===== src/rtl/arm_bus_pkg.sv =====
// Shared definitions for the CS5 bus initiator and its register-file responder:
// bus widths, default cycle timing, FSM states and the timeout data marker.
package arm_bus_pkg;

    localparam int ADDR_W = 24;
    localparam int DATA_W = 32;
    localparam int BE_W   = 4;

    localparam int SETUP_CYC_DEF   = 2;
    localparam int STROBE_CYC_DEF  = 3;
    localparam int HOLD_CYC_DEF    = 1;
    localparam int TIMEOUT_CYC_DEF = 255;
    localparam int CNT_W_DEF       = 8;

    localparam logic [DATA_W-1:0] DEAD_DATA = 32'hDEAD_0000;

    typedef enum logic [2:0] {
        ST_IDLE   = 3'd0,
        ST_SETUP  = 3'd1,
        ST_STROBE = 3'd2,
        ST_WAIT   = 3'd3,
        ST_HOLD   = 3'd4
    } bus_state_e;

    // A read or write strobe is low in both the timed strobe phase and the stretch phase.
    function automatic logic strobe_phase(input bus_state_e st);
        return (st == ST_STROBE) || (st == ST_WAIT);
    endfunction

endpackage


===== src/rtl/arm_bus_master_if.sv =====
// Request/response handshake plus CS5 bus pins of the bus initiator.
// The master modport is the initiator's view; slave is the requester/responder side.
interface arm_bus_master_if;
    import arm_bus_pkg::*;

    logic              req_valid;
    logic              req_ready;
    logic              req_write;
    logic [ADDR_W-1:0] req_addr;
    logic [DATA_W-1:0] req_wdata;
    logic [BE_W-1:0]   req_be_n;
    logic              rsp_valid;
    logic [DATA_W-1:0] rsp_rdata;
    logic              rsp_err;
    logic [ADDR_W-1:0] bus_addr;
    logic [BE_W-1:0]   bus_be_n;
    logic [DATA_W-1:0] bus_dout;
    logic              bus_dout_oe;
    logic [DATA_W-1:0] bus_din;
    logic              bus_as;
    logic              bus_rs_n;
    logic              bus_ws_n;
    logic              bus_wait;

    modport master (
        input  req_valid, req_write, req_addr, req_wdata, req_be_n, bus_din, bus_wait,
        output req_ready, rsp_valid, rsp_rdata, rsp_err,
        output bus_addr, bus_be_n, bus_dout, bus_dout_oe, bus_as, bus_rs_n, bus_ws_n
    );

    modport slave (
        output req_valid, req_write, req_addr, req_wdata, req_be_n, bus_din, bus_wait,
        input  req_ready, rsp_valid, rsp_rdata, rsp_err,
        input  bus_addr, bus_be_n, bus_dout, bus_dout_oe, bus_as, bus_rs_n, bus_ws_n
    );

endinterface


===== src/rtl/arm_bus_master.sv =====
// CS5 bus initiator: turns single-beat fabric requests into timed as/rs_n/ws_n
// bus cycles and returns a one-cycle response with captured read data.
module arm_bus_master
    import arm_bus_pkg::*;
#(
    parameter int SETUP_CYC   = SETUP_CYC_DEF,
    parameter int STROBE_CYC  = STROBE_CYC_DEF,
    parameter int HOLD_CYC    = HOLD_CYC_DEF,
    parameter int TIMEOUT_CYC = TIMEOUT_CYC_DEF,
    parameter int CNT_W       = CNT_W_DEF
) (
    input  logic                clk,
    input  logic                rst,
    arm_bus_master_if.master    bus
);

    localparam logic [CNT_W-1:0] SETUP_LOAD   = CNT_W'(SETUP_CYC - 1);
    localparam logic [CNT_W-1:0] STROBE_LOAD  = CNT_W'(STROBE_CYC - 1);
    localparam logic [CNT_W-1:0] HOLD_LOAD    = CNT_W'(HOLD_CYC - 1);
    localparam logic [CNT_W-1:0] TIMEOUT_LOAD = CNT_W'(TIMEOUT_CYC - 1);
    localparam logic [CNT_W-1:0] CNT_ZERO     = {CNT_W{1'b0}};

    bus_state_e        state_r, state_s;
    logic [CNT_W-1:0]  cnt_r, cnt_s;
    logic              accept_s, capture_s, timeout_s, done_s, write_s;

    logic              write_r;
    logic              err_r;
    logic              req_ready_r;
    logic              rsp_valid_r;
    logic              rsp_err_r;
    logic [DATA_W-1:0] rsp_rdata_r;
    logic [ADDR_W-1:0] bus_addr_r;
    logic [BE_W-1:0]   bus_be_n_r;
    logic [DATA_W-1:0] bus_dout_r;
    logic              bus_dout_oe_r;
    logic              bus_as_r;
    logic              bus_rs_n_r;
    logic              bus_ws_n_r;

    // Next-state and phase counter: the counter is reloaded with the phase length on every state entry.
    always_comb begin
        state_s   = state_r;
        cnt_s     = cnt_r;
        accept_s  = 1'b0;
        capture_s = 1'b0;
        timeout_s = 1'b0;
        done_s    = 1'b0;
        case (state_r)
            ST_IDLE: begin
                if (bus.req_valid && req_ready_r) begin
                    accept_s = 1'b1;
                    state_s  = ST_SETUP;
                    cnt_s    = SETUP_LOAD;
                end else begin
                    cnt_s = CNT_ZERO;
                end
            end
            ST_SETUP: begin
                if (cnt_r == CNT_ZERO) begin
                    state_s = ST_STROBE;
                    cnt_s   = STROBE_LOAD;
                end else begin
                    cnt_s = cnt_r - {{(CNT_W-1){1'b0}}, 1'b1};
                end
            end
            ST_STROBE: begin
                if (cnt_r != CNT_ZERO) begin
                    cnt_s = cnt_r - {{(CNT_W-1){1'b0}}, 1'b1};
                end else if (bus.bus_wait) begin
                    state_s = ST_WAIT;
                    cnt_s   = TIMEOUT_LOAD;
                end else begin
                    capture_s = 1'b1;
                    state_s   = ST_HOLD;
                    cnt_s     = HOLD_LOAD;
                end
            end
            ST_WAIT: begin
                if (!bus.bus_wait) begin
                    capture_s = 1'b1;
                    state_s   = ST_HOLD;
                    cnt_s     = HOLD_LOAD;
                end else if (cnt_r == CNT_ZERO) begin
                    timeout_s = 1'b1;
                    state_s   = ST_HOLD;
                    cnt_s     = HOLD_LOAD;
                end else begin
                    cnt_s = cnt_r - {{(CNT_W-1){1'b0}}, 1'b1};
                end
            end
            ST_HOLD: begin
                if (cnt_r == CNT_ZERO) begin
                    done_s  = 1'b1;
                    state_s = ST_IDLE;
                    cnt_s   = CNT_ZERO;
                end else begin
                    cnt_s = cnt_r - {{(CNT_W-1){1'b0}}, 1'b1};
                end
            end
            default: begin
                state_s = ST_IDLE;
                cnt_s   = CNT_ZERO;
            end
        endcase
        write_s = accept_s ? bus.req_write : write_r;
    end

    // FSM state and phase counter registers.
    always_ff @(posedge clk) begin
        if (rst) begin
            state_r <= ST_IDLE;
            cnt_r   <= CNT_ZERO;
        end else begin
            state_r <= state_s;
            cnt_r   <= cnt_s;
        end
    end

    // Bus pins and response are all derived from the next state so nothing reaches the pins combinationally.
    always_ff @(posedge clk) begin
        if (rst) begin
            write_r       <= 1'b0;
            err_r         <= 1'b0;
            req_ready_r   <= 1'b1;
            rsp_valid_r   <= 1'b0;
            rsp_err_r     <= 1'b0;
            rsp_rdata_r   <= {DATA_W{1'b0}};
            bus_addr_r    <= {ADDR_W{1'b0}};
            bus_be_n_r    <= {BE_W{1'b1}};
            bus_dout_r    <= {DATA_W{1'b0}};
            bus_dout_oe_r <= 1'b0;
            bus_as_r      <= 1'b0;
            bus_rs_n_r    <= 1'b1;
            bus_ws_n_r    <= 1'b1;
        end else begin
            if (accept_s) begin
                write_r    <= bus.req_write;
                bus_addr_r <= bus.req_addr;
                bus_be_n_r <= bus.req_be_n;
                bus_dout_r <= bus.req_wdata;
            end
            if (accept_s) begin
                err_r <= 1'b0;
            end else if (timeout_s) begin
                err_r <= 1'b1;
            end
            if (timeout_s) begin
                rsp_rdata_r <= DEAD_DATA;
            end else if (capture_s) begin
                rsp_rdata_r <= write_r ? {DATA_W{1'b0}} : bus.bus_din;
            end
            req_ready_r   <= (state_s == ST_IDLE);
            rsp_valid_r   <= done_s;
            rsp_err_r     <= done_s && err_r;
            bus_as_r      <= (state_s != ST_IDLE);
            bus_dout_oe_r <= (state_s != ST_IDLE) && write_s;
            bus_rs_n_r    <= !(strobe_phase(state_s) && !write_s);
            bus_ws_n_r    <= !(strobe_phase(state_s) && write_s);
        end
    end

    assign bus.req_ready   = req_ready_r;
    assign bus.rsp_valid   = rsp_valid_r;
    assign bus.rsp_rdata   = rsp_rdata_r;
    assign bus.rsp_err     = rsp_err_r;
    assign bus.bus_addr    = bus_addr_r;
    assign bus.bus_be_n    = bus_be_n_r;
    assign bus.bus_dout    = bus_dout_r;
    assign bus.bus_dout_oe = bus_dout_oe_r;
    assign bus.bus_as      = bus_as_r;
    assign bus.bus_rs_n    = bus_rs_n_r;
    assign bus.bus_ws_n    = bus_ws_n_r;

endmodule


===== src/flat_wrapper.sv =====
// flat-port wrapper written by rule: the top's interface ports become plain ports
module arm_bus_master_flat import arm_bus_pkg::*;
#(
    parameter int SETUP_CYC   = SETUP_CYC_DEF,
    parameter int STROBE_CYC  = STROBE_CYC_DEF,
    parameter int HOLD_CYC    = HOLD_CYC_DEF,
    parameter int TIMEOUT_CYC = TIMEOUT_CYC_DEF,
    parameter int CNT_W       = CNT_W_DEF
)
  (clk, rst, bus_req_valid, bus_req_write, bus_req_addr, bus_req_wdata, bus_req_be_n, bus_bus_din, bus_bus_wait, bus_req_ready, bus_rsp_valid, bus_rsp_rdata, bus_rsp_err, bus_bus_addr, bus_bus_be_n, bus_bus_dout, bus_bus_dout_oe, bus_bus_as, bus_bus_rs_n, bus_bus_ws_n);
  arm_bus_master_if bus_i ();
  input  logic clk;
  input  logic rst;
  input wire logic [$bits(bus_i.req_valid)-1:0] bus_req_valid;
  input wire logic [$bits(bus_i.req_write)-1:0] bus_req_write;
  input wire logic [$bits(bus_i.req_addr)-1:0] bus_req_addr;
  input wire logic [$bits(bus_i.req_wdata)-1:0] bus_req_wdata;
  input wire logic [$bits(bus_i.req_be_n)-1:0] bus_req_be_n;
  input wire logic [$bits(bus_i.bus_din)-1:0] bus_bus_din;
  input wire logic [$bits(bus_i.bus_wait)-1:0] bus_bus_wait;
  output wire logic [$bits(bus_i.req_ready)-1:0] bus_req_ready;
  output wire logic [$bits(bus_i.rsp_valid)-1:0] bus_rsp_valid;
  output wire logic [$bits(bus_i.rsp_rdata)-1:0] bus_rsp_rdata;
  output wire logic [$bits(bus_i.rsp_err)-1:0] bus_rsp_err;
  output wire logic [$bits(bus_i.bus_addr)-1:0] bus_bus_addr;
  output wire logic [$bits(bus_i.bus_be_n)-1:0] bus_bus_be_n;
  output wire logic [$bits(bus_i.bus_dout)-1:0] bus_bus_dout;
  output wire logic [$bits(bus_i.bus_dout_oe)-1:0] bus_bus_dout_oe;
  output wire logic [$bits(bus_i.bus_as)-1:0] bus_bus_as;
  output wire logic [$bits(bus_i.bus_rs_n)-1:0] bus_bus_rs_n;
  output wire logic [$bits(bus_i.bus_ws_n)-1:0] bus_bus_ws_n;
  assign bus_i.req_valid = bus_req_valid;
  assign bus_i.req_write = bus_req_write;
  assign bus_i.req_addr = bus_req_addr;
  assign bus_i.req_wdata = bus_req_wdata;
  assign bus_i.req_be_n = bus_req_be_n;
  assign bus_i.bus_din = bus_bus_din;
  assign bus_i.bus_wait = bus_bus_wait;
  assign bus_req_ready = bus_i.req_ready;
  assign bus_rsp_valid = bus_i.rsp_valid;
  assign bus_rsp_rdata = bus_i.rsp_rdata;
  assign bus_rsp_err = bus_i.rsp_err;
  assign bus_bus_addr = bus_i.bus_addr;
  assign bus_bus_be_n = bus_i.bus_be_n;
  assign bus_bus_dout = bus_i.bus_dout;
  assign bus_bus_dout_oe = bus_i.bus_dout_oe;
  assign bus_bus_as = bus_i.bus_as;
  assign bus_bus_rs_n = bus_i.bus_rs_n;
  assign bus_bus_ws_n = bus_i.bus_ws_n;
  arm_bus_master #(.SETUP_CYC(SETUP_CYC), .STROBE_CYC(STROBE_CYC), .HOLD_CYC(HOLD_CYC), .TIMEOUT_CYC(TIMEOUT_CYC), .CNT_W(CNT_W)) u_core (.clk(clk), .rst(rst), .bus(bus_i));
endmodule

===== config.mk =====
export PLATFORM = sky130hd
export DESIGN_NAME = arm_bus_master_flat
export DESIGN_NICKNAME = d
export VERILOG_FILES = /design/src/rtl/arm_bus_pkg.sv /design/src/rtl/arm_bus_master_if.sv /design/src/rtl/arm_bus_master.sv /design/src/flat_wrapper.sv
export SDC_FILE = /design/constraint.sdc
export NUM_CORES = 1
export LEC_CHECK = 0
export BUFFER_PORTS_ARGS = -buffer_cell sky130_fd_sc_hd__buf_2
export CAP_MARGIN = 20
export CORE_ASPECT_RATIO = 1.4
export CORE_MARGIN = 10
export CORE_UTILIZATION = 45
export DETAILED_ROUTE_END_ITERATION = 10
export PLACE_DENSITY = 0.77
export SETUP_SLACK_MARGIN = 0.02
export SYNTH_ARGS = -nofsm -noshare
export SYNTH_HDL_FRONTEND = slang
export SYNTH_SLANG_ARGS = --single-unit

===== constraint.sdc =====
create_clock -name clk -period 2.54 [get_ports clk]
set_input_delay 0.254 -clock clk [delete_from_list [all_inputs] [get_ports clk]]
set_output_delay 0.254 -clock clk [all_outputs]
set_load 0.005 [all_outputs]

==> Yosys cells after proc, flatten, opt, wreduce, memory -nomap -nowiden <==
Cells that the tools add are included.
Widths: inputs -> output; s select.
{ "totals": {"regBits": 112, "input_bits": 97, "output_inout_bits": 99, "elab_cells": 68} }
{ "op_classes": {"add_sub_neg": 1, "n_eq_ne": 6, "mux": 28, "n_reduce_logical": 17} }
{ "ops": {"columns": ["op", "count"], "rows": [
  ["$mux 32", 3],
  ["$mux 8", 5],
  ["$pmux 8 s5", 1],
  ["$mux 3", 7],
  ["$pmux 3 s5", 1],
  ["$eq 3x2->1 const B", 4],
  ["$mux 1", 10],
  ["$logic_not 8->1", 1],
  ["$reduce_bool 8->1", 1],
  ["$sub 8x1->8 const B", 1],
  ["$logic_not 3->1", 2],
  ["$logic_and 1x1->1", 5],
  ["$reduce_or 2->1", 2],
  ["$eq 3x1->1 const B", 1],
  ["$eq 3x3->1 const B", 1],
  ["$logic_not 1->1", 3],
  ["$reduce_bool 3->1", 1],
  ["$pmux 1 s2", 1],
  ["$reduce_bool 2->1", 1],
  ["$logic_or 1x1->1", 1]
]} }

==> Logic depth before layout (Yosys ltp) <==
Gate-level depths: netlist (run 1).
{ "logic_depth": {"depth_word": 8, "ltp_mapped": 7} }

==> Least setup slack after synthesis (run 1) <==
OpenSTA, ideal clock, no wires.
{ "synth_path": {"path_kind": "reg-to-reg", "start": "register u_core.cnt_r[0]", "end": "register u_core.bus_ws_n_r (netlist: u_core.bus.bus_ws_n)", "setup_time_ps": 134, "arrival_time_ps": 1793, "required_ps": 2406, "setup_slack_ps": 613, "path_stages_with_launch": 7, "n_path_buf": 0, "period_less_slack_ps": 1927, "path_cell_list": "dfxtp_1 -> inv_1 -> ha_1 -> nor2b_1 -> a31o_2 -> o32a_1 -> or4_1"} }
{ "synth_via": {"elab_chain_len": 8} }
{ "synth_rtl": {"columns": ["element", "line", "source"], "rows": [
  ["from (decl)", "arm_bus_master.sv:24", "logic [CNT_W-1:0] cnt_r, cnt_s;"],
  ["from (signal assigned)", "arm_bus_master.sv:116", "cnt_r <= cnt_s;"],
  ["$logic_not 8->1", "arm_bus_master.sv:60, arm_bus_master.sv:84, arm_bus_master.sv:93", null],
  ["$mux 3", "arm_bus_master.sv:84", "end else if (cnt_r == CNT_ZERO) begin"],
  ["$mux 3", "arm_bus_master.sv:80", "if (!bus.bus_wait) begin"],
  ["$pmux 3 s5 (*)", "arm_bus_master.sv:49", "case (state_r)"],
  ["$eq 3x2->1", "arm_bus_pkg.sv:27", "return (st == ST_STROBE) || (st == ST_WAIT);"],
  ["$logic_or 1x1->1 (*)", "arm_bus_pkg.sv:27", null],
  ["$logic_and 1x1->1 (*)", "arm_bus_master.sv:159", "bus_ws_n_r <= !(strobe_phase(state_s) && write_s);"],
  ["$logic_not 1->1 (*)", "arm_bus_master.sv:159", null],
  ["to (signal assigned)", "arm_bus_master.sv:159", null],
  ["to (decl)", "arm_bus_master.sv:39", "logic bus_ws_n_r;"]
]} }
Every way passes the cells marked *; elsewhere a longest branch is shown, timed or not.
A chain may end at the register's enable or synchronous reset.

==> Worst setup path in the final report (run 1) <==
Same ends and word-level chain as after synthesis.

==> results of run 1 <==
-- synth_stat cells (all sizes together), types with 3 or more instances --
cell	count	area, um2
nand2	128	483
dfxtp	112	2240
a21oi	61	305
clkbuf	35	131
o21ai	30	150
nand3	27	135
o2111ai	21	184
inv	16	60.1
nand2b	12	75.1
a221oi	11	96.3
nor2	9	33.8
buf	8	33.8
nor3	7	35.0
a211oi	4	30.0
or3	4	25.0
xnor2	4	35.0
a31oi	3	25.0
and2	3	18.8
nor2b	3	18.8
-- layer usage --
metal / part of all wire, % / track usage, % / up-vias
met5: 0 / 0 / -
met4: 1.3 / 5.58 / 0
met3: 11 / 5.84 / 16
met2: 48 / 28.5 / 193
met1: 40 / 20.6 / 1907
li1: - / - / 2149
-- logic make-up (layout without fill, tap and decap cells) --
logic type | Yosys count | in the layout | synth area share [%]
buffers and inverters | 59 | 234 | 5.19
DFF | 112 | 112 | 51.6
muxes | 2 | 2 | 0.490
xor gates and xnor gates | 5 | 5 | 1.01
AOI/OAI and AO/OA | 136 | 136 | 19.4
and+or+nand+nor | 207 | 207 | 21.7
adders and majority gates | 2 | 2 | 0.576
-- state kept, by name (all words and copies together) (netlist names) --
name,count
u_core.bus.bus_addr,24
u_core.bus.bus_as,1
u_core.bus.bus_be_n,4
u_core.bus.bus_dout,32
u_core.bus.bus_dout_oe,1
u_core.bus.bus_rs_n,1
u_core.bus.bus_ws_n,1
u_core.bus.req_ready,1
u_core.bus.rsp_err,1
u_core.bus.rsp_rdata,32
u_core.bus.rsp_valid,1
u_core.cnt_r,8
u_core.err_r,1
u_core.state_r,3
u_core.write_r,1
-- worst reg2reg max path, stage by stage, from the launching register on --
cell and delay, ns:
dfxtp_1 0.34, inv_1 0.09, ha_1 0.19, nor3b_1 0.49
nand2_2 0.24, o32a_1 0.26, or4_1 0.48
-- where the power goes --
part	total, mW	switching, mW	internal, mW	leakage, nW
logic	2.63	1.57	1.06	1.51
registers	2.49	0.301	2.19	0.913
clock network	1.47	0.590	0.881	0.148
total	6.59	2.46	4.13	2.57
-- path summary, 6_finish.rpt --
kind	start	to	slack [ns]	depth (start not counted)
hold / removal	bus_req_be_n[2]	u_core.bus.bus_be_n[2]	0.13	3
hold reg to reg	u_core.bus.bus_dout[7]	u_core.bus.bus_dout[7]	0.45	2
setup reg to reg	u_core.cnt_r[0]	u_core.bus.bus_ws_n	0.33	6
setup / recovery	u_core.cnt_r[0]	u_core.bus.bus_ws_n	0.33	6
-- through the flow --
stage          hold WS, ns  instances
2_1_floorplan        0.378        523
3_3_place_gp         0.438        794
3_5_place_dp         0.444        794
4_1_cts              0.120        808
5_1_grt              0.138        808
6_report             0.131        808
-- placed cells by master (no fill, tap or decap), types with 7 or more instances in the layout --
master / Yosys / final
o21ai_1: 19 / 19
buf_2: 3 / 195
clkbuf_16: 0 / 9
nand2_1: 127 / 127
inv_1: 16 / 16
dfxtp_1: 112 / 112
o2111ai_1: 21 / 21
o21ai_0: 11 / 11
a21oi_1: 61 / 61
a221oi_1: 11 / 11
nor2_1: 9 / 9
nand3_1: 27 / 26
nand2b_1: 12 / 12
buf_4: 0 / 8
nor3_1: 7 / 7
-- cell type report --
| cell class | instances | area (um2) |
|---|---|---|
| multi-input cells | 352 | 1880 |
| clock buffers | 11 | 243 |
| flip-flops and latches | 112 | 2240 |
| clock inverters | 3 | 67.6 |
| inverters | 16 | 60.1 |
| fillers | 829 | 3770 |
| repair buffers | 204 | 1060 |
| well taps | 110 | 138 |
==> reports/qor.csv, run 1 <==
stage,metric,value,unit
timing,period utilization,87.2,%
routing,Avg WL per Cell,16.2,um
routing,total wire length,13100,um
setup_path,"CP delay by family, top",simple AND/OR/NAND/NOR gates,
pwr,Tot Pwr,6.59,mW
placement,GP Congestion,0.864,
floorplan,std cell rows,42,
clock_network,H-tree levels,3,
clock_network,Root Driver,clkbuf_16,
setup_path,Worst Path Arrival,2.42,ns
logic_synthesis,commonest register cell after synthesis,dfxtp_1,
timing,Slew headroom,44.6,%
final_layout,Syn-to-layout area delta,31.0,%
timing,crit path time final,2.21,ns
logic_synthesis,Yosys cell types,43,
routing,via-per-instance ratio,5.28,
worst_hold_path,Worst Hold Class,primary input to register,
global_routing,gr usage total,17.3,%
timing,Worst Clk Skew,0.00535,ns
floorplan,die area,0.0140,mm2
clock_network,post_cts resized,0,
setup_path,crit path kind,register to register,
logic_synthesis,number of synthesized flops with an enable pin,0,
timing,Max Clk Rate,452,MHz
timing,RSZ-0062 raised after global routing,false,
setup_path,CP max stage cell,nor3b_1,
global_routing,largest net degree at the start of global routing,61,
floorplan,Die Y,136,um
global_routing,vias in the first global route,4011,
clock_network,CTS Sinks,112,
logic_synthesis,Mean Syn Cell Area,8.30,um2
timing,final hold vios,0,
placement,placed cell areas,0.00538,mm2
timing,Final Max Slew Viols,0,
final_layout,final net count,794,
clock_network,maximum root-to-sink buffer count,2,
flow_run,Max-cap violations,0,
timing,final setup vio count,0,
routing,drt first pass iters,5,
global_routing,grt total ovfl,0,
outcome,status,finished clean,
clock_network,clock-pin slew on the worst setup and hold paths,0.07,ns
logic_synthesis,Mapped Area,0.00434,mm2
routing,Initial DRC Count,293,
logic_synthesis,post-synthesis sequential area ratio,51.6,%
timing,Least-Margin Pin Slew,0.826,ns
clock_network,CTS Hold Bufs,0,
floorplan,core area,0.00946,mm2
floorplan,Initial Util,45.9,%
logic_synthesis,Post-Syn Instances,523,
pwr,PD cells,1160,mW/mm2
final_layout,layout cell share with drive strength beyond 1,32.2,%
logic_synthesis,Syn Nets,622,
logic_synthesis,Async SR Flop Fraction,0,%
clock_network,Worst-Skew Late Latency,0.34,ns
setup_path,type of origin of the critical path,register,
logic_synthesis,Synth Register Bits,112,
global_routing,first-pass GRT wire length,19800,um
timing,final setup TNS,0,ns
final_layout,Final Util,60.1,%
pwr,Pleak,2.57,nW
floorplan,Die X,103,um
routing,DRC viols,0,
final_layout,fin area,0.00569,mm2
clock_network,setup bufs post-CTS,0,
final_layout,antenna cell count,0,
setup_path,WP data required,2.75,ns
logic_synthesis,Synth warnings,0,
setup_path,largest incremental delay on the critical path,0.49,ns
setup_path,CP max FO,10,
global_routing,initial antenna violation count,0,
placement,Setup WS pre-CTS,0.406,ns
placement,DP Wirelength,9830,um
clock_network,TritonCTS clock tree,built,
placement,I/O Buffers,195,
setup_path,critical-path cell list,inv_1 > ha_1 > nor3b_1 > nand2_2 > o32a_1 > or4_1,
routing,via count,4265,
pwr,VDD IR max,0.619,mV
floorplan,Ports,196,
setup_path,CP endpoint kind,register,
timing,setup ws final,0.326,ns
setup_path,Buf/Inv on CP,1,
clock_network,CTS buffer count,9,
routing,DRT antenna net count,0,
(Power assumes the default switching activity.)
==> inputs of run 2 (changes only) <==
--- a/config.mk
+++ b/config.mk
@@ -11,6 +11,7 @@
 export CORE_MARGIN = 10
 export CORE_UTILIZATION = 45
 export DETAILED_ROUTE_END_ITERATION = 10
+export MAX_ROUTING_LAYER = met4
 export PLACE_DENSITY = 0.77
 export SETUP_SLACK_MARGIN = 0.02
 export SYNTH_ARGS = -nofsm -noshare
==> constraint.sdc (replaced) <==
create_clock -name clk -period 2.54 [get_ports clk]
set_input_delay 0.254 -clock clk [delete_from_list [all_inputs] [get_ports clk]]
set_output_delay 0.254 -clock clk [all_outputs]
set_load 0.02 [all_outputs]
==> run 2 against run 1 <==
Net effect:
- global-route usage increased by 0.88 points
- final area about the same
- sequential cell count stayed put
- critical path type unchanged
- largest cell class unchanged
- largest power group unchanged
==> reports/qor.csv, run 2 (synthesis gave the netlist of run 1 again) <==
stage,metric,value,unit,change
outcome,status,finished clean,,
floorplan,Ports,196,,unchanged
worst_hold_path,hold_sp,bus_req_be_n[3],,
final_layout,final net count,795,,+0.13%
global_routing,largest net degree at the start of global routing,61,,unchanged
routing,drt first pass iters,4,,-1
floorplan,Die Y,136,um,unchanged
final_layout,antenna cell count,0,,unchanged
timing,final hold vios,0,,unchanged
setup_path,worst r2r dst,u_core.bus.bus_ws_n,,
clock_network,Worst-Skew Late Latency,0.34,ns,about the same
final_layout,"commonest non-fill, non-tap cell in the layout",buf_2,,
floorplan,die area,0.0140,mm2,unchanged
final_layout,Syn-to-layout area delta,30.9,%,about the same
pwr,VDD IR max,0.565,mV,-8.6%
final_layout,Layout Cells excl Fill,811,,+0.37%
worst_hold_path,Hold Path Depth,3,,unchanged
placement,placed cell areas,0.00538,mm2,+0.14%
setup_path,Worst Reg-to-Reg Cells,6,,unchanged
setup_path,largest incremental delay on the critical path,0.56,ns,+0.07 ns
setup_path,CP max stage cell,nor3b_1,,
setup_path,Worst Path Arrival,2.47,ns,+0.05 ns
clock_network,CTS Hold Bufs,0,,unchanged
setup_path,CP endpoint kind,register,,
setup_path,WP data required,2.75,ns,about the same
timing,final setup TNS,0,ns,unchanged
timing,Least-Margin Pin Slew,0.798,ns,-0.0278 ns
setup_path,worst reg2reg startpoint,u_core.cnt_r[0],,
placement,Inst Count DP,795,,+0.13%
routing,via count,4339,,+1.7%
setup_path,type of origin of the critical path,register,,
timing,crit path time final,2.26,ns,+0.0467 ns
final_layout,most frequent cells in the layout,"buf_2 (195), nand2_1 (127), dfxtp_1 (112)",,
routing,DRC viols,0,,unchanged
global_routing,met1 Resource Use GR,21.4,%,+0.77 points
placement,I/O Buffers,195,,unchanged
clock_network,CTS buffer count,9,,unchanged
pwr,PD cells,1220,mW/mm2,+5.5%
timing,period utilization,89.0,%,+1.8 points
setup_path,CP max FO,10,,unchanged
timing,Slew headroom,46.5,%,+1.9 points
clock_network,clock-pin slew on the worst setup and hold paths,0.07,ns,about the same
global_routing,grt total ovfl,0,,unchanged
timing,final setup vio count,0,,unchanged
global_routing,gr usage total,18.2,%,+0.88 points
timing,Worst Clk Skew,0.00733,ns,+0.00198 ns
global_routing,first-pass GRT wire length,20200,um,+2.0%
placement,GP Congestion,0.874,,+1.1%
worst_hold_path,hold endpoint,u_core.bus.bus_be_n[3],,
floorplan,Die X,103,um,unchanged
global_routing,busiest grt layer,met2,,
global_routing,initial antenna violation count,0,,unchanged
setup_path,crit path kind,register to register,,
timing,Max Clk Rate,442,MHz,-2.1%
global_routing,vias in the first global route,4126,,+2.9%
clock_network,setup bufs post-CTS,0,,unchanged
routing,Avg WL per Cell,16.3,um,+1.0%
routing,Initial DRC Count,236,,-19%
clock_network,H-tree levels,3,,unchanged
floorplan,core area,0.00946,mm2,unchanged
timing,Hold WS,0.125,ns,-0.00534 ns
final_layout,fin area,0.00568,mm2,about the same
worst_hold_path,Worst Hold Class,primary input to register,,
setup_path,flop-to-flop setup slack,0.28,ns,-0.05 ns
pwr,Tot Pwr,6.95,mW,+5.5%
flow_run,Max-cap violations,0,,unchanged
clock_network,CTS Sinks,112,,unchanged
clock_network,post_cts resized,0,,unchanged
floorplan,std cell rows,42,,unchanged
final_layout,layout cell share with drive strength beyond 1,32.4,%,+0.15 points
clock_network,TritonCTS clock tree,built,,
routing,DRT antenna net count,0,,unchanged
routing,total wire length,13300,um,+1.4%
placement,DP Wirelength,10000,um,+1.9%
floorplan,Initial Util,45.9,%,unchanged
final_layout,Filler cells,847,,+2.2%
setup_path,critical-path cell list,inv_1 > ha_1 > nor3b_1 > nand2_2 > o32a_1 > or4_1,,
clock_network,Root Driver,clkbuf_16,,
pwr,Pleak,2.57,nW,about the same
clock_network,maximum root-to-sink buffer count,2,,unchanged
timing,RSZ-0062 raised after global routing,false,,
timing,Final Max Slew Viols,0,,unchanged
global_routing,GR Util met2,30.3,%,+1.8 points
global_routing,GRT met3 Usage,4.57,%,-1.3 points
routing,via-per-instance ratio,5.35,,+1.4%
==> run 2: changes by cell type in the layout (fill, tap and decap cells not counted) <==
cell	delta
clkinv_4	+2
bufinv_16	-1
clkbuf_8	-1
buf_4	+1
clkbuf_1	+1
inv_8	+1
==> run 2: area by class of cell <==
class	count	area (um2)	share of cell area (%)
clock inverter	5	66.3	1.17
sequential	112	2240	39.5
clock buffer	11	233	4.10
inverter	16	60.1	1.06
tap	110	138	2.42
timing repair buffer	205	1060	18.7
multi-input combinational	352	1880	33.1
==> run 2: worst max path at each step <==
stage | to | start | depth (start not counted) | slack [ns]
2_1_floorplan | u_core.bus.bus_ws_n | u_core.cnt_r[0] | 6 | 0.61
3_3_place_gp | u_core.bus.bus_ws_n | u_core.cnt_r[0] | 6 | 0.51
3_5_place_dp | u_core.bus.bus_ws_n | u_core.cnt_r[0] | 6 | 0.40
4_1_cts | u_core.bus.bus_ws_n | u_core.cnt_r[0] | 6 | 0.34
5_1_grt | u_core.bus.bus_ws_n | u_core.cnt_r[0] | 6 | 0.18
6_report | u_core.bus.bus_ws_n | u_core.cnt_r[0] | 6 | 0.28
==> run 2: where the power goes <==
| part | internal [mW] | switching (mW) | total [mW] | leakage, nW |
|---|---|---|---|---|
| sequential | 2.19 | 0.292 | 2.48 | 0.913 |
| combinational | 1.07 | 2.00 | 3.07 | 1.52 |
| clock | 0.777 | 0.624 | 1.40 | 0.142 |
==> run 2: critical path, delay by kind of cell, from the launching register on <==
kind | cells | cell delay (ns)
buf+inv | 1 | 0.09
simple gates | 3 | 1.28
flops | 1 | 0.34
fa+ha+maj | 1 | 0.18
compound gates | 1 | 0.25
==> run 2: per-stage QoR <==
step | util, % | worst slack, ns
global route | 60.1 | 0.180
floorplan | - | 0.613
global placement | 56.9 | 0.505
CTS | 60.1 | 0.335
detailed placement | 56.9 | 0.405
finish | 60.1 | 0.279
==> run 2: per-layer routing <==
layer | up-vias | wire (um)
li1 | 2158 | -
met1 | 1974 | 5360
met2 | 193 | 6590
met3 | 14 | 1140
met4 | 0 | 163
met5 | - | 0
==> inputs of run 3 (changes only) <==
--- a/config.mk
+++ b/config.mk
@@ -5,10 +5,11 @@
 export SDC_FILE = /design/constraint.sdc
 export NUM_CORES = 1
 export LEC_CHECK = 0
+export ABC_AREA = 1
+export ABC_CLOCK_PERIOD_IN_PS = 2540
 export BUFFER_PORTS_ARGS = -buffer_cell sky130_fd_sc_hd__buf_2
 export CAP_MARGIN = 20
 export CORE_ASPECT_RATIO = 1.4
-export CORE_MARGIN = 10
 export CORE_UTILIZATION = 45
 export DETAILED_ROUTE_END_ITERATION = 10
 export MAX_ROUTING_LAYER = met4
==> run 3 against run 2 <==
Net effect:
- the flow now finishes with violations (DRC)
- die area fell by 29%
- clock skew fell by 0.0028 ns
- final cell count rose by 7.4%
- setup slack improved by 0.13 ns
- global-route usage rose by 3.6 points
- sequential power rose by 5%
- hold slack got worse by 0.016 ns
- final area fell by 2.0%
- sequential cell count did not move
- register-to-register slack improved by 0.13 ns
- non-clock buffer count fell by 6
- sequential share of layout area rose by 0.79 points
- critical path type unchanged
- critical endpoint is now u_core.bus.rsp_rdata[16]
- largest power group unchanged
- highest routed layer unchanged
==> reports/qor.csv, run 3 <==
stage,metric,value,unit,change
outcome,status,"complete, but fails checks",,
outcome,violated checks,DRC,,
setup_path,largest incremental delay on the critical path,0.31,ns,-0.25 ns
logic_synthesis,largest area contributor in the netlist,dfxtp_1,,
timing,final setup TNS,0,ns,unchanged
clock_network,CTS buffer count,9,,unchanged
timing,Hold WS,0.109,ns,-0.0164 ns
pwr,Pleak,2.90,nW,+13%
clock_network,post_cts resized,0,,unchanged
setup_path,critical-path cell list,inv_1 > ha_1 > nand2_1 > nor2_4 > nand3_2 > nand2_4 > inv_2 > nand2_1 > nand3_1 > nand2_1 > inv_1,,
placement,I/O Buffers,195,,unchanged
logic_synthesis,Mean Syn Cell Area,7.44,um2,-10%
clock_network,CTS Hold Bufs,0,,unchanged
timing,crit path time final,2.13,ns,-0.130 ns
setup_path,Worst Path Arrival,2.37,ns,-0.10 ns
setup_path,type of origin of the critical path,register,,
setup_path,Worst Reg-to-Reg Cells,11,,+5
routing,via count,4269,,-1.6%
final_layout,Final Util,59.2,%,-0.85 points
routing,DRC viols,14,,+14
logic_synthesis,Synth warnings,0,,unchanged
placement,placed cell areas,0.00531,mm2,-1.4%
worst_hold_path,Worst Hold Class,primary input to register,,
setup_path,CP max stage cell,dfxtp_1,,
global_routing,largest net degree at the start of global routing,61,,unchanged
routing,DRT antenna net count,0,,unchanged
timing,Final Max Slew Viols,0,,unchanged
logic_synthesis,most frequent cell after synthesis,nor2_1,,
pwr,PD cells,1280,mW/mm2,+4.5%
placement,Inst Count DP,857,,+7.8%
clock_network,maximum root-to-sink buffer count,2,,unchanged
clock_network,CTS Sinks,112,,unchanged
flow_run,Max-cap violations,0,,unchanged
setup_path,CP max FO,34,,+24
final_layout,most frequent cells in the layout,"buf_2 (195), nor2_1 (138), dfxtp_1 (112)",,
timing,Slew headroom,57.3,%,+11 points
final_layout,layout cell share with drive strength beyond 1,30.5,%,-1.9 points
clock_network,setup bufs post-CTS,0,,unchanged
global_routing,GRT met3 Usage,2.73,%,-1.8 points
global_routing,first-pass GRT wire length,17000,um,-16%
logic_synthesis,post-synthesis sequential area ratio,51.7,%,+0.10 points
final_layout,"commonest non-fill, non-tap cell in the layout",buf_2,,
logic_synthesis,top post-synthesis cells by area,"dfxtp_1 (52%), nor2_1 (12%), nand2_1 (8.0%)",,
clock_network,clock-pin slew on the worst setup and hold paths,0.07,ns,about the same
final_layout,Filler cells,861,,+1.7%
setup_path,WP data required,2.78,ns,+0.03 ns
setup_path,CP endpoint kind,register,,
logic_synthesis,Synth top area share,51.7,%,+0.10 points
setup_path,crit path kind,register to register,,
global_routing,GR Util met2,38.4,%,+8.1 points
setup_path,worst reg2reg startpoint,u_core.cnt_r[0],,
floorplan,Die X,84.9,um,-18%
worst_hold_path,hold_sp,bus_req_be_n[0],,
setup_path,most frequent cell on the critical path,nand2_1,,
global_routing,gr usage total,21.8,%,+3.6 points
final_layout,fin area,0.00557,mm2,-2.0%
clock_network,Worst-Skew Late Latency,0.34,ns,about the same
logic_synthesis,Yosys cell types,29,,-33%
routing,drt first pass iters,10,,+6
routing,Avg WL per Cell,12.2,um,-26%
floorplan,core area,0.00941,mm2,-0.56%
floorplan,Initial Util,46.1,%,+0.16 points
global_routing,busiest grt layer,met2,,
final_layout,Syn-to-layout area delta,28.6,%,
logic_synthesis,Async SR Flop Fraction,0,%,unchanged
placement,DP Wirelength,7610,um,-24%
global_routing,met1 Resource Use GR,23.0,%,+1.6 points
clock_network,Root Driver,clkbuf_16,,
timing,period utilization,83.9,%,-5.1 points
routing,via-per-instance ratio,4.90,,-8.4%
timing,Worst Clk Skew,0.00452,ns,-0.00281 ns
placement,GP Congestion,0.906,,+3.7%
logic_synthesis,Syn Nets,681,,+9.5%
clock_network,TritonCTS clock tree,built,,
logic_synthesis,commonest register cell after synthesis,dfxtp_1,,
timing,final setup vio count,0,,unchanged
worst_hold_path,Hold Path Depth,3,,unchanged
setup_path,Setup crit start,u_core.cnt_r[0],,
logic_synthesis,Mapped Area,0.00433,mm2,-0.20%
final_layout,final net count,857,,+7.8%
logic_synthesis,number of synthesized flops with an enable pin,0,,unchanged
clock_network,H-tree levels,3,,unchanged
floorplan,Ports,196,,unchanged
timing,final hold vios,0,,unchanged
floorplan,Die Y,118,um,-13%
global_routing,grt total ovfl,0,,unchanged
logic_synthesis,Post-Syn Instances,582,,+11%
routing,Initial DRC Count,257,,+8.9%
timing,Max Clk Rate,469,MHz,+6.1%
logic_synthesis,synth cell count leaders,"nor2_1 (138), dfxtp_1 (112), nand2_1 (92)",,
timing,Least-Margin Pin Slew,0.640,ns,-0.158 ns
floorplan,die area,0.0100,mm2,-29%
logic_synthesis,Synth Register Bits,112,,unchanged
routing,total wire length,10600,um,-20%
global_routing,initial antenna violation count,0,,unchanged
final_layout,Layout Cells excl Fill,871,,+7.4%
timing,RSZ-0062 raised after global routing,false,,
pwr,VDD IR max,0.648,mV,+15%
final_layout,antenna cell count,0,,unchanged
global_routing,vias in the first global route,3969,,-3.8%
floorplan,std cell rows,42,,unchanged
==> run 3: report_power, final <==
part / leakage (nW) / internal [mW] / total (mW) / switching [mW]
sequential: 0.918 / 2.29 / 2.60 / 0.306
combinational: 1.85 / 1.04 / 3.23 / 2.19
clock: 0.125 / 0.686 / 1.29 / 0.601
total: 2.90 / 4.02 / 7.12 / 3.10
==> run 3: final cells by class <==
class                           count  area, um2  area share, %
Clock buffer                       12        246           4.42
Clock inverter                      2       16.3          0.292
Inverter                           45        171           3.08
Multi-Input combinational cell    391       1750           31.4
Timing Repair Buffer              199       1010           18.1
Tap cell                          110        138           2.47
Sequential cell                   112       2240           40.2
==> run 3: worst max-delay path: cells and delay by family, from the launching register on <==
kind	cells	cell delay, ns
buffers and inverters	3	0.43
adder cells (fa/ha/maj)	1	0.15
AND/OR/NAND/NOR	7	1.14
flip-flops	1	0.31
==> run 3: stage by stage <==
| stage | worst slack (ns) | power (mW) |
|---|---|---|
| 2_1_floorplan | 1.10 | 5.05 |
| 6_report | 0.409 | 7.12 |
| 5_1_grt | 0.127 | 7.65 |
| 4_1_cts | 0.396 | 7.18 |
| 3_3_place_gp | 0.504 | 5.79 |
| 3_5_place_dp | 0.400 | 5.88 |
==> run 3: logic make-up after synthesis <==
family          after synthesis  share of synthesized area [%]
simple gates                293                           28.3
flops                       112                           51.7
compound gates               93                           10.9
buf+inv                      79                           7.83
xor+xnor                      3                          0.607
fa+ha+maj                     2                          0.577
==> run 3: final timing paths <==
| path | end | slack, ns |
|---|---|---|
| worst max register to register | u_core.bus.rsp_rdata[16] | 0.41 |
| worst min register to register | u_core.bus.rsp_rdata[11] | 0.46 |
| worst min-delay path | u_core.bus.bus_be_n[0] | 0.11 |
| worst max-delay path | u_core.bus.rsp_rdata[16] | 0.41 |
==> run 3: metal layers <==
layer	vias up	routed length (um)	part of all wire (%)
met2	144	5350	51
met4	0	335	3.2
li1	2182	-	-
met5	-	0	0
met3	25	548	5.2
met1	1918	4360	41
